`src/rtl/dual_issue_stage.sv`:
```
// rtl/dual_issue_stage.sv - in-order dual-issue stage with 8-entry FIFO and busy-bit scoreboard
// Optional ISSUE_BYPASS_EN: a source cleared by this cycle's writeback is treated as ready.
`ifndef WIDTH_UOP
`define WIDTH_UOP 16
`endif
`ifndef UOP_SRC1
`define UOP_SRC1 1:0
`endif
`ifndef UOP_SRC2
`define UOP_SRC2 3:2
`endif
`ifndef UOP_TYPE
`define UOP_TYPE 6:4
`endif
`ifndef CTRL_SRC1_RF
`define CTRL_SRC1_RF 2'd1
`endif
`ifndef CTRL_SRC2_RF
`define CTRL_SRC2_RF 2'd1
`endif
`ifndef UOP_TYPE_ALU
`define UOP_TYPE_ALU 3'd0
`endif
`ifndef UOP_TYPE_MEM
`define UOP_TYPE_MEM 3'd1
`endif

module dual_issue_stage #(
  parameter int DEPTH  = 8,
  parameter int PTR_W  = 3,
  parameter int INST_W = `WIDTH_UOP + 15 + 32 + 32 + 6 + 32 + 1
) (
  input  logic              clk,
  input  logic              rstn,
  input  logic              flush,
  input  logic              stall,
  input  logic [1:0]        in_valid,
  input  logic [INST_W-1:0] in0_inst,
  input  logic [INST_W-1:0] in1_inst,
  output logic              in_ready,
  input  logic              write_en_0,
  input  logic              write_en_1,
  input  logic [4:0]        write_addr_0,
  input  logic [4:0]        write_addr_1,
  output logic              eu0_en,
  output logic              eu1_en,
  output logic [INST_W-1:0] eu0_inst,
  output logic [INST_W-1:0] eu1_inst
);
  localparam int CNT_W   = PTR_W + 1;
  localparam int UOP_LSB = INST_W - `WIDTH_UOP;
  localparam int RD_LSB  = UOP_LSB - 5;
  localparam int RJ_LSB  = RD_LSB - 5;
  localparam int RK_LSB  = RJ_LSB - 5;
  localparam logic [PTR_W-1:0] PTR_ONE = PTR_W'(1);

  logic [INST_W-1:0] r_mem [DEPTH];
  logic [PTR_W-1:0]  r_wptr, r_rptr;
  logic [CNT_W-1:0]  r_count;
  logic [31:0]       r_busy;
  logic              r_eu0_en, r_eu1_en;
  logic [INST_W-1:0] r_eu0_inst, r_eu1_inst;

  logic [INST_W-1:0] w_h0, w_h1;
  logic [31:0]       w_clr, w_set, w_src_busy;
  logic              w_push, w_iss0, w_iss1, w_h1_dep;
  logic [1:0]        w_npush, w_niss;

  function automatic logic [4:0] f_rd(input logic [INST_W-1:0] b);
    return b[RD_LSB +: 5];
  endfunction
  function automatic logic [4:0] f_rj(input logic [INST_W-1:0] b);
    return b[RJ_LSB +: 5];
  endfunction
  function automatic logic [4:0] f_rk(input logic [INST_W-1:0] b);
    return b[RK_LSB +: 5];
  endfunction
  function automatic logic [`WIDTH_UOP-1:0] f_uop(input logic [INST_W-1:0] b);
    return b[UOP_LSB +: `WIDTH_UOP];
  endfunction
  function automatic logic f_use_j(input logic [INST_W-1:0] b);
    logic [`WIDTH_UOP-1:0] u;
    u = f_uop(b);
    return u[`UOP_SRC1] == `CTRL_SRC1_RF;
  endfunction
  function automatic logic f_use_k(input logic [INST_W-1:0] b);
    logic [`WIDTH_UOP-1:0] u;
    u = f_uop(b);
    return u[`UOP_SRC2] == `CTRL_SRC2_RF;
  endfunction
  function automatic logic f_pairable(input logic [INST_W-1:0] b);
    logic [`WIDTH_UOP-1:0] u;
    u = f_uop(b);
    return (u[`UOP_TYPE] == `UOP_TYPE_ALU) || (u[`UOP_TYPE] == `UOP_TYPE_MEM);
  endfunction

  // Sources check w_src_busy (optionally bypassed); rd always checks the pre-cycle busy bits.
  function automatic logic f_ready(input logic [INST_W-1:0] b, input logic [31:0] sb,
                                   input logic [31:0] db);
    logic ok;
    ok = 1'b1;
    if (f_use_j(b) && f_rj(b) != 5'd0 && sb[f_rj(b)]) ok = 1'b0;
    if (f_use_k(b) && f_rk(b) != 5'd0 && sb[f_rk(b)]) ok = 1'b0;
    if (b[0] && f_rd(b) != 5'd0 && db[f_rd(b)]) ok = 1'b0;
    return ok;
  endfunction

  assign in_ready = (r_count <= CNT_W'(DEPTH - 2));
  assign w_push   = in_ready && (in_valid != 2'b00) && !flush;
  assign w_npush  = !w_push ? 2'd0 : (in_valid == 2'b11) ? 2'd2 : 2'd1;
  assign w_h0     = r_mem[r_rptr];
  assign w_h1     = r_mem[r_rptr + PTR_ONE];

  always_comb begin
    w_clr = '0;
    if (write_en_0) w_clr[write_addr_0] = 1'b1;
    if (write_en_1) w_clr[write_addr_1] = 1'b1;
`ifdef ISSUE_BYPASS_EN
    w_src_busy = r_busy & ~w_clr;
`else
    w_src_busy = r_busy;
`endif
    w_h1_dep = 1'b0;
    if (w_h0[0] && f_rd(w_h0) != 5'd0) begin
      if (f_use_j(w_h1) && f_rj(w_h1) == f_rd(w_h0)) w_h1_dep = 1'b1;
      if (f_use_k(w_h1) && f_rk(w_h1) == f_rd(w_h0)) w_h1_dep = 1'b1;
      if (w_h1[0] && f_rd(w_h1) == f_rd(w_h0)) w_h1_dep = 1'b1;
    end
    if (!f_pairable(w_h0)) w_h1_dep = 1'b1;
    w_iss0 = (r_count != '0) && !stall && !flush && f_ready(w_h0, w_src_busy, r_busy);
    w_iss1 = w_iss0 && (r_count >= CNT_W'(2)) && !w_h1_dep && f_ready(w_h1, w_src_busy, r_busy);
    w_niss = {1'b0, w_iss0} + {1'b0, w_iss1};
    w_set = '0;
    if (w_iss0 && w_h0[0]) w_set[f_rd(w_h0)] = 1'b1;
    if (w_iss1 && w_h1[0]) w_set[f_rd(w_h1)] = 1'b1;
    w_set[0] = 1'b0;
  end

  always_ff @(posedge clk) begin
    if (w_push) begin
      if (in_valid == 2'b11) begin
        r_mem[r_wptr]           <= in0_inst;
        r_mem[r_wptr + PTR_ONE] <= in1_inst;
      end else if (in_valid[0]) begin
        r_mem[r_wptr] <= in0_inst;
      end else begin
        r_mem[r_wptr] <= in1_inst;
      end
    end
  end

  always_ff @(posedge clk or negedge rstn) begin
    if (!rstn) begin
      r_wptr     <= '0;
      r_rptr     <= '0;
      r_count    <= '0;
      r_busy     <= '0;
      r_eu0_en   <= 1'b0;
      r_eu1_en   <= 1'b0;
      r_eu0_inst <= '0;
      r_eu1_inst <= '0;
    end else if (flush) begin
      r_wptr   <= '0;
      r_rptr   <= '0;
      r_count  <= '0;
      r_busy   <= '0;
      r_eu0_en <= 1'b0;
      r_eu1_en <= 1'b0;
    end else begin
      r_wptr  <= r_wptr + PTR_W'(w_npush);
      r_rptr  <= r_rptr + PTR_W'(w_niss);
      r_count <= r_count + CNT_W'(w_npush) - CNT_W'(w_niss);
      // Set after clear: a newly issued producer outranks an older writeback.
      r_busy  <= (r_busy & ~w_clr) | w_set;
      if (!stall) begin
        r_eu0_en <= w_iss0;
        r_eu1_en <= w_iss1;
        if (w_iss0) r_eu0_inst <= w_h0;
        if (w_iss1) r_eu1_inst <= w_h1;
      end
    end
  end

  assign eu0_en   = r_eu0_en;
  assign eu1_en   = r_eu1_en;
  assign eu0_inst = r_eu0_inst;
  assign eu1_inst = r_eu1_inst;
endmodule

```
`config.mk`:
```
export PLATFORM = sky130hd
export DESIGN_NAME = dual_issue_stage
export DESIGN_NICKNAME = d
export VERILOG_FILES = /design/src/rtl/dual_issue_stage.sv
export SDC_FILE = /design/constraint.sdc
export NUM_CORES = 2
export LEC_CHECK = 0
export BUFFER_PORTS_ARGS = -buffer_cell sky130_fd_sc_hd__buf_2
export CAP_MARGIN = 20
export CELL_PAD_IN_SITES_DETAIL_PLACEMENT = 1
export CELL_PAD_IN_SITES_GLOBAL_PLACEMENT = 1
export CORE_ASPECT_RATIO = 0.7
export CORE_MARGIN = 2
export CORE_UTILIZATION = 37
export DETAILED_ROUTE_END_ITERATION = 6
export HOLD_SLACK_MARGIN = 0.12
export PLACE_DENSITY_LB_ADDON = 0.1
export SKIP_LAST_GASP = 1
export SLEW_MARGIN = 15
export SYNTH_ARGS = -nofsm -noshare
export SYNTH_HDL_FRONTEND = slang
export SYNTH_SLANG_ARGS = --single-unit
```
`constraint.sdc`:
```
create_clock -name clk -period 11 [get_ports clk]
set_input_delay 1.1 -clock clk [delete_from_list [all_inputs] [get_ports clk]]
set_output_delay 1.1 -clock clk [all_outputs]
set_load 0.02 [all_outputs]
```
**Yosys cells after proc, flatten, opt, wreduce, memory -nomap -nowiden**

Memory sizes are Yosys's and may differ from the RTL's.
Cells that the tools add are included.

- ROM bits: 0
- RAM bits: 1072
- Output and inout port bits: 271
- Latch bits: 0
- Register bits: 312
- Bits of input ports: 286
- Memories: 1

- Add/sub/neg operators: 7
- Div/mod/pow operators: 0
- Reductions and logical operators: 44
- Muxes and demuxes: 58
- Eq/ne operators: 10
- Bitwise operators: 9
- Multiply operators: 0
- Shift-type cells: 0
- $lt $le $gt $ge: 14

Memories:

| memory | words | bits a word | rd ports | clocked after Yosys merged registers in | wr ports | line | RTL |
|---|---|---|---|---|---|---|---|
| r_mem | 8 | 134 | 2 | 0 | 2 | 57 | `logic [INST_W-1:0] r_mem [DEPTH];` |

Operators by type and width:

| cell | number |
|---|---|
| $mux 134 | 2 |
| $mux 32 | 5 |
| $or 32x32->32 | 3 |
| $lt 5x6->1 const B | 8 |
| $mux 1 | 36 |
| $and 32x32->32 | 1 |
| $not 32->32 | 1 |
| $bmux 1 s5 | 6 |
| $reduce_bool 5->1 | 6 |
| $logic_and 1x1->1 | 29 |
| $demux 1 s5 | 4 |
| $ge 5x1->1 const B | 4 |
| $eq 5x5->1 | 3 |
| $eq 2x1->1 const B | 4 |
| $add 3x1->3 const B | 2 |
| $add 3x2->3 | 2 |
| $mux 3 | 2 |
| $reduce_and 3->1 | 2 |
| $add 4x2->4 | 1 |
| $ge 4x2->1 const B | 1 |
| $le 4x3->1 const B | 1 |
| $mux 2 | 2 |
| $mux 4 | 1 |
| $reduce_bool 4->1 | 1 |
| other kinds (11) | 15 |

**Longest topological paths before layout**

An unclocked memory read counts as a cell.

- Depth after elaboration: 16
- Gate-level depth with buffers: 25

**Worst setup path before layout**

No wires, ideal clock.

- Path type: flip-flop to flip-flop
- Start: register r_count[2]
- End: memory r_mem[0][0] (netlist bit) (enable)
- Stages on the path, launching flop included: 7
- Period minus slack after synthesis: 12.380 ns
- Slack: -1.380 ns
- Arrival: 11.549 ns
- Required time: 10.169 ns
- Cells stage by stage: dfrtp_1 -> ha_1 -> nand2_1 -> mux2i_1 -> nor2b_1 -> o211ai_1 -> o32ai_1

RTL lines:

| element | line | RTL |
|---|---|---|
| from (decl) | 59 | `logic [CNT_W-1:0] r_count;` |
| from (signal assigned) | 172 | `r_count <= r_count + CNT_W'(w_npush) - CNT_W'(w_niss);` |
| to (decl) | 57 |  |

**Worst setup path after layout**

- Start: register r_rptr[1]
- End: register r_count[3]

- Cells in the longest elaborated chain, start to end: 15

RTL lines:

| element | line | RTL |
|---|---|---|
| from (decl) | 58 | `logic [PTR_W-1:0] r_wptr, r_rptr;` |
| from (signal assigned) | 171 | `r_rptr <= r_rptr + PTR_W'(w_niss);` |
| $add 3x1->3 | 112 | `assign w_h1 = r_mem[r_rptr + PTR_ONE];` |
| $mem_v2 8x134 * | - |  |
| parallel branches: the longest is 10 deep, another holds $bmux 1 s5 | - |  |
| $add 1x1->2 * | 132 | `w_niss = {1'b0, w_iss0} + {1'b0, w_iss1};` |
| $sub 4x2->4 * | 172 |  |
| $mux 4 * | 162 | `end else if (flush) begin` |

Every way passes the cells marked *. The select of a mux whose other input is x is not followed.
A chain may end at the register's enable or synchronous reset.

==> flow_summary.toml <==
[grt]
grt_pass1_vias = 51200
grt_pass1_wl_mm = 392
track_usage_pct = 25.8
grt.overflow.total = 0
grt_start_max_net_pins = 99
antenna_found_initial = 85

[die]
initial_core_util_pct = 37.1
die_h_um = 383
row_count = 139
die_x_um = 545
core_mm2 = 0.204
io_pins = 557
die-area_mm2 = 0.209

[setup_path]
crit_path_cell_trace = "ha_4 -> buf_4 -> mux2i_1 -> mux4_2 -> mux2i_1 -> a221oi_1 -> o311ai_1 -> nand3_2 -> inv_8 -> ha_1 -> fa_1 -> inv_1 -> ha_1 -> a21o_1 -> a21oi_1 -> xnor2_1 -> nor2_1"
arrival_ns = 9.09
slowest_delay_ns = 1.01
critPathSlowestCell = "dfrtp_4"
worstSetupEndpointType = "register"
cp_max_fo = 62
worst_setup_path_start_kind = "register"
rr_startpoint = "r_rptr[1]"
timing.critical_path.from = "r_rptr[1]"
rr_worst_depth = 17
timing.rr.end = "r_count[3]"
crit_type = "reg2reg"
r2r_slack_ns = 2.57
crit_required_ns = 11.66

[routing]
routedWlPerCell_um = 32.8
dr_total_vias = 48900
drcViolationCount = 0
ant_nets = 0
drt-pass1-iter-count = 5
wirelength_mm = 273
drt-initial-drc-count = 4054
avgViaCountPerCell = 5.87

[clock_network]
clk_pin_slew_ns = 0.06
cts_max_path_buffers = 4
cts_hold_buffers = 0
cts_tree = "done"
cts-htree-levels = 4
numCtsBuffers = 161
clock_latency_ns = 0.81
postCtsResizedCells = 0
root_buffer = "clkbuf_16"
post_cts_buffers = 0
clock_sinks = 1384

[timing]
setup_slack_ns = 2.57
tightest_slew_ns = 1.16
slew_headroom_pct = 22.6
maxSlewViolCount = 0
min_period_ns = 8.43
rsz0062_at_grt = "false"
setup_viol_count_final = 0
hold_viol_final = 0
min_period_over_period_pct = 76.6
skew_ns = 0.0356
fmax_mhz = 119
fin_tns_setup_ns = 0

[finish]
final_cell_mix = "mux2_2, edfxtp_1, buf_2"
syn_to_final_growth_pct = 14.6
drive_above_1_share_pct = 47.5
layout.nets = 5732
mostFrequentLayoutCell = "mux2_2"
final_cell_area_mm2 = 0.0870

[power_and_ir_drop]
leakage_nw = 29.8
p_per_area_mw_per_mm2 = 218
ir_drop_v = 0.000123

[yosys]
synth_cell_types = 79
synth.cell_area_mm2 = 0.0759
synth_seq_cells = 1384
ys.flop_type = "edfxtp_1"
synthCells = 4971
synth_nets = 5272
syn-mean-instance-area_um2 = 15.3
synth_edf_count = 1072
async_flop_share_pct = 22.5
yosysSeqAreaShare_pct = 52.7
yosysWarnings = 0

[run_status]
status = "complete, no violations"

[placed_design]
io_buffers = 556
dp_slack_ns = 2.39
hpwl_mm = 159
gp_congestion = 0.875
placed_area_mm2 = 0.0817

[run]
drv_cap = 0

[worst_hold_path]
hold_class = "in2async"
[power breakdown]
part           internal (mW)  total (mW)  switching, mW
clock network           3.13        5.43           2.30
logic                   2.73        6.64           3.91
registers               6.44        6.91          0.470
[sequential cells by signal (all words and copies together) (netlist names)]
register and count:
r_rptr 3, r_wptr 3, eu0_inst 134, r_count 4, eu1_en 1, eu0_en 1
r_mem 1072, eu1_inst 134, r_busy 32
[metal layers]
| metal | up-vias | part of all wire [%] | global-route usage [%] |
|---|---|---|---|
| met4 | 54 | 2.2 | 5.82 |
| met5 | - | 0.13 | 0 |
| li1 | 20800 | - | - |
| met2 | 1434 | 47 | 42.0 |
| met3 | 433 | 5.8 | 4.71 |
| met1 | 26300 | 45 | 35.9 |
[worst max path at each step]
stage,endpoint,slack (ns),cells past startpoint
after floorplan,r_mem[3][0],2.16,6
after global placement,r_count[3],2.68,17
after detailed placement,r_count[3],2.39,17
after CTS,r_count[3],2.41,17
after global routing,r_count[3],1.95,17
final,r_count[3],2.57,17
[worst max-delay path: cells and delay by family, from the launching register on]
family / cells / cell delay [ns]
adder cells (fa/ha/maj): 4 / 1.87
multiplexers: 3 / 1.18
flip-flops: 1 / 1.01
XOR/XNOR: 1 / 0.14
buffers and inverters: 3 / 1.78
AND/OR/NAND/NOR: 2 / 0.90
AO/OA/AOI/OAI: 4 / 1.31
[cell usage after synthesis, types with 15 or more instances]
library cell / instances / area (um2)
mux2_2: 1192 / 13400
edfxtp_1: 1072 / 32200
mux4_2: 517 / 11600
nand2_1: 432 / 1620
dfrtp_1: 312 / 7810
mux2i_1: 231 / 2310
clkbuf_1: 206 / 773
nor2_1: 181 / 679
a21oi_1: 149 / 746
buf_1: 86 / 323
buf_2: 48 / 240
mux2_1: 44 / 495
a31oi_1: 39 / 244
inv_1: 39 / 146
nand3_1: 37 / 185
o21ai_0: 34 / 170
nor3_1: 23 / 115
o22ai_1: 22 / 138
o211ai_1: 20 / 150
o31ai_1: 19 / 143
nor2b_1: 18 / 113
a22o_1: 16 / 140
xnor2_1: 16 / 140
nand2b_1: 15 / 93.8
nor3b_1: 15 / 113
[per-stage QoR]
step	hold slack, ns	util, %	cells	power (mW)
after CTS	0.316	42.5	8304	19.2
final	0.327	42.6	8330	19.0
after global placement	0.458	40.0	8017	13.6
after global routing	0.353	42.5	8317	19.9
after detailed placement	0.472	40.0	8017	13.7
after floorplan	0.520	-	4971	11.4
[cells by family (layout without fill, tap and decap cells)]
kind of cell	after synthesis	in the layout	synth area share, %
xor+xnor	23	23	0.300
buf+inv	399	983	2.19
mux	1987	1987	36.8
flops	1384	1384	52.7
compound gates	388	388	3.29
simple gates	775	775	4.40
fa+ha+maj	15	15	0.287
other cells	0	26	0
[area by class of cell]
class | instances | area, um2
Sequential cell | 1384 | 40000
Timing Repair Buffer | 656 | 3710
Clock buffer | 228 | 4570
Multi-Input combinational cell | 3188 | 34400
Tap cell | 2749 | 3440
Antenna cell | 26 | 65.1
Clock inverter | 59 | 593
Inverter | 40 | 158
Fill cell | 20400 | 117000
Power figures use the tool's default switching activity.
